--- src/rtl/mux_cascade_pipe.sv ---
// rtl/mux_cascade_pipe.sv - two-stage pipelined channel mux with held select and transfer counter
// Stage 1 latches the beat and its effective select; stage 2 registers the chosen channel.
module mux_cascade_pipe #(
  parameter int W  = 8,
  parameter int N  = 4,
  parameter int CW = 16,
  localparam int SW = $clog2(N)
) (
  input  logic            clk,
  input  logic            rst,
  input  logic            in_valid,
  output logic            in_ready,
  input  logic [N*W-1:0]  in_data,
  input  logic [SW-1:0]   sel_base,
  input  logic [SW-1:0]   sel_alt,
  input  logic            sel_pick,
  input  logic            sel_hold,
  output logic            out_valid,
  input  logic            out_ready,
  output logic [W-1:0]    out_data,
  output logic [SW-1:0]   out_sel,
  output logic [CW-1:0]   xfer_cnt
);

  logic            s1_valid;
  logic [N*W-1:0]  s1_data;
  logic [SW-1:0]   s1_sel;
  logic [SW-1:0]   held_sel;
  logic [SW-1:0]   eff_sel;
  logic [W-1:0]    s1_mux;
  logic            s1_adv;
  logic            s2_adv;

  assign eff_sel  = sel_hold ? held_sel : (sel_pick ? sel_alt : sel_base);
  assign s2_adv   = !out_valid || out_ready;
  assign s1_adv   = !s1_valid || s2_adv;
  assign in_ready = s1_adv;

  always_comb begin
    s1_mux = '0;
    for (int k = 0; k < N; k++) begin
      if (s1_sel == SW'(k)) s1_mux = s1_data[k*W +: W];
    end
  end

  always_ff @(posedge clk) begin
    if (rst) begin
      s1_valid  <= 1'b0;
      s1_data   <= '0;
      s1_sel    <= '0;
      held_sel  <= '0;
      out_valid <= 1'b0;
      out_data  <= '0;
      out_sel   <= '0;
      xfer_cnt  <= '0;
    end else begin
      if (s1_adv) begin
        s1_valid <= in_valid;
        if (in_valid) begin
          s1_data  <= in_data;
          s1_sel   <= eff_sel;
          held_sel <= eff_sel;
        end
      end
      // Data registers keep stale contents when a bubble moves through.
      if (s2_adv) begin
        out_valid <= s1_valid;
        if (s1_valid) begin
          out_data <= s1_mux;
          out_sel  <= s1_sel;
        end
      end
      if (out_valid && out_ready) xfer_cnt <= xfer_cnt + CW'(1);
    end
  end

endmodule

--- config.mk ---
export PLATFORM = sky130hd
export DESIGN_NAME = mux_cascade_pipe
export DESIGN_NICKNAME = d
export VERILOG_FILES = /design/src/rtl/mux_cascade_pipe.sv
export SDC_FILE = /design/constraint.sdc
export NUM_CORES = 1
export LEC_CHECK = 0
export ABC_AREA = 1
export CAP_MARGIN = 10
export CORE_ASPECT_RATIO = 0.7
export CORE_MARGIN = 3
export CORE_UTILIZATION = 44
export CTS_BUF_LIST = sky130_fd_sc_hd__clkbuf_8 sky130_fd_sc_hd__clkbuf_16
export DETAILED_ROUTE_END_ITERATION = 10
export HOLD_SLACK_MARGIN = 0.05
export PLACE_DENSITY = 0.76
export RECOVER_POWER = 100
export SETUP_SLACK_MARGIN = 0.3
export SLEW_MARGIN = 0
export SYNTH_ARGS = -nofsm -noshare
export SYNTH_HDL_FRONTEND = slang
export SYNTH_SLANG_ARGS = --single-unit
--- constraint.sdc ---
create_clock -name clk -period 1.2 [get_ports clk]
set_input_delay 0.24 -clock clk [delete_from_list [all_inputs] [get_ports clk]]
set_output_delay 0.24 -clock clk [all_outputs]
set_load 0.01 [all_outputs]
==> summary.md <==
| Metric | Value |
|---|---|
| Hpwl dp | approximately 5300 µm |
| Design area | 4680 µm² |
| DR vias | ~3,200 |
| Crit path capture type | flop |
| Gpl congestion | 0.925 |
| Max-Slew Margin vs Limit | 0.833 |
| Power, Total | 4.85 mW |
| Clock skew | 0.00709 ns |
| Max Root-Sink Buffers | 2 |
| # diodes | 0 |
| Power density over the cells | a little over 1000 nW/µm² |
| Core box area | 5810 µm² |
| Outcome | finished, violations left |
| PnR worst setup slack | -0.118 ns |
| Antenna Nets Post-Route | 0 |
| DRC | 0 |
| Buffers & Inverters on Critical Path | 1 |
| Overflow after GRT | 0 |
| Synth Cell Area | 2680 µm² |
| CP top delay family | simple AND/OR/NAND/NOR gates |
| Largest stage delay on the critical path | 0.38 ns |
| Hold WC Path Type | input port to flop |
| DP Area | 3670 µm² |
| Max-cap violations | 0 |
| Worst Path Max Fanout | 5 |
| Worst EP arrival | 1.56 ns |
| VDD IR max | 0.821 mV |
| Port bufs | 69 |
| CTS Hold Bufs | 0 |
| Initial Util | 0.461 |
| CTS tree | yes |
| Chip width | 99.3 µm |
| Fmax | 758 MHz |
| Vias in the first global route | 2,771 |
| TritonRoute pass-1 iters | 5 |
| First-pass GRT wire length | ~13,000 µm |
| CP most frequent cell | nand2_1 |
| Netlist cell types | 31 |
| Unrepaired setup endpoints after global routing | true |
| Largest net degree at the start of global routing | 36 |
| Leak pwr | between 1.5 and 2 nW |
| CP required | between 1 and 1.5 ns |
| Nets | 538 |
| Clk_lat worst skew | 0.35 ns |
| Register area share after synthesis | 0.463 |
| Layout cells sized above 1 | 0.427 |
| CP Launch Type | flop |
| Fin. Hold Viols | 0 |
| Post-synthesis average cell area | 7.25 µm² |
| Most common cell after layout, fill and taps aside | nor2_1 |
| Setup Viol. Count Final | 30 |
| Die area | 7080 µm² |
| Worst-margin pin slew | 0.249 ns |
| Clock sink count | 62 |
| WHS | 0.418 ns |
| Root buffer cell | clkbuf_8 |
| I/O Pins | 70 |
| Flops & latches, synth | 62 |
| Clock-pin slew on the worst setup and hold paths | around 0.07 ns |
| Syn Inst Count | 370 |
| Failing checks | setup timing |
| Antenna violations before repair | 0 |
| Critical path cell sequence | nand2_1 -> inv_1 -> nand2_1 -> nor2_1 -> nand4_1 -> nand2_1 -> nor2_1 |
| DRT iter0 DRCs | 279 |
| Slowest-stage cell, CP | dfxtp_4 |
| Min Tclk post-route | 1.32 ns |
| Die height | 71.3 µm |
| P&R area growth vs syn | 74.4% |
| Routed wire length per instance | 17.3 µm |
| CTS buffer count | 9 |
| Period utilisation layout | 1.10 |
| Crit path kind | flop to flop |
| Routed vias/inst | around 5.5 |
| WL final | 9950 µm |
| YS warnings | 0 |
| H-tree Lvls | 3 |
| Syn Nets | between 400 and 500 |
| GRT Total Usage | 0.232 |
| Most frequent cells in the layout | 59 x nor2_1, 51 x nand2_1, 40 x clkdlybuf4s50_1 |
| Slew Limit Fails | 0 |
| Filler Cell Count | 320 |
| FP Rows | 23 |
[kinds of logic (layout without fill, tap and decap cells)]
| group | Yosys count | in the layout | synth area share |
|---|---|---|---|
| and+or+nand+nor | 169 | 169 | 0.267 |
| AOI/OAI and AO/OA | 91 | 91 | 0.173 |
| DFF | 62 | 62 | 0.463 |
| buffers and inverters | 44 | 173 | 0.0807 |
| muxes | 2 | 2 | 0.00839 |
| adders and majority gates | 1 | 1 | 0.00466 |
| xor gates and xnor gates | 1 | 1 | 0.00327 |
[per-stage QoR]
stage,std cells,utilization,TNS [ns],worst slack [ns]
final,574,0.805,-0.981,-0.118
after global routing,574,0.805,-3.09,-0.166
after CTS,557,0.727,-0.0301,-0.0159
after detailed placement,527,0.631,-22.05,-0.474
after global placement,527,0.631,-21.00,-0.454
after floorplan,370,-,0,0.0528
[layout make-up]
cell class / instances / area (µm²) / area share
multi-input combinational: 264 / 1620 / 0.347
timing repair buffer: 126 / 1340 / 0.286
sequential: 62 / 1310 / 0.281
clock buffer: 11 / 151 / 0.0324
inverter: 31 / 129 / 0.0275
tap: 75 / 93.8 / 0.0201
clock inverter: 4 / 22.5 / 0.00481
timing repair inverter: 1 / 7.51 / 0.00160
[routing by layer]
layer	routed length, µm	GRT usage	up-vias
met2	4810	0.356	185
met4	269	0.0636	0
met1	3990	0.319	1494
li1	-	-	1451
met3	885	0.0681	39
met5	0	0	-
[state kept, by name, indices dropped and copies added (netlist names)]
signal     count
xfer_cnt      16
held_sel       2
out_sel        2
s1_valid       1
s1_data       32
out_data       8
out_valid      1
[worst reg2reg max path, cell delays in order (launching register included)]
cell and delay [ns]:
dfxtp_4 0.38, nand2_1 0.09, inv_1 0.12, nand2_1 0.10
nor2_1 0.22, nand4_1 0.16, nand2_1 0.10, nor2_1 0.04
[cell usage after synthesis (all sizes together)]
cell	instances	area, µm²
ha	1	12.5
nand3	10	60.1
nor3	2	15.0
a21oi	35	175
inv	31	116
or2	1	8.76
o21bai	1	7.51
nand2	56	220
buf	10	88.8
o21ai	54	274
nand4	6	37.5
mux2	2	22.5
xor2	1	8.76
clkbuf	3	11.3
dfxtp	62	1240
nor2	93	369
a22oi	1	7.51
nand2b	1	6.26
[path summary, 6_finish.rpt]
| kind | start | depth (start not counted) | end | slack (ns) |
|---|---|---|---|---|
| max | xfer_cnt[4]$_SDFFE_PP0P_ | 7 | xfer_cnt[15]$_SDFFE_PP0P_ | -0.12 |
| min | out_ready | 4 | out_valid$_SDFFE_PP0P_ | 0.42 |
| max reg2reg | xfer_cnt[4]$_SDFFE_PP0P_ | 7 | xfer_cnt[15]$_SDFFE_PP0P_ | -0.12 |
| min reg2reg | s1_data[9]$_SDFFE_PP0P_ | 2 | s1_data[9]$_SDFFE_PP0P_ | 0.49 |
[where the power goes]
part	switching, mW	leakage (nW)	internal (mW)
Combinational	0.424	1.33	0.480
Sequential	0.124	0.528	2.16
Clock	0.827	0.0910	0.838
[repair_timing]
action,4_1_cts,5_1_grt
setup endpoints to repair,90,90
setup buffers,12,13
gates resized for setup,236,74
pin swaps,24,16
gates cloned,3,4
Power figures use the tool's default switching activity.
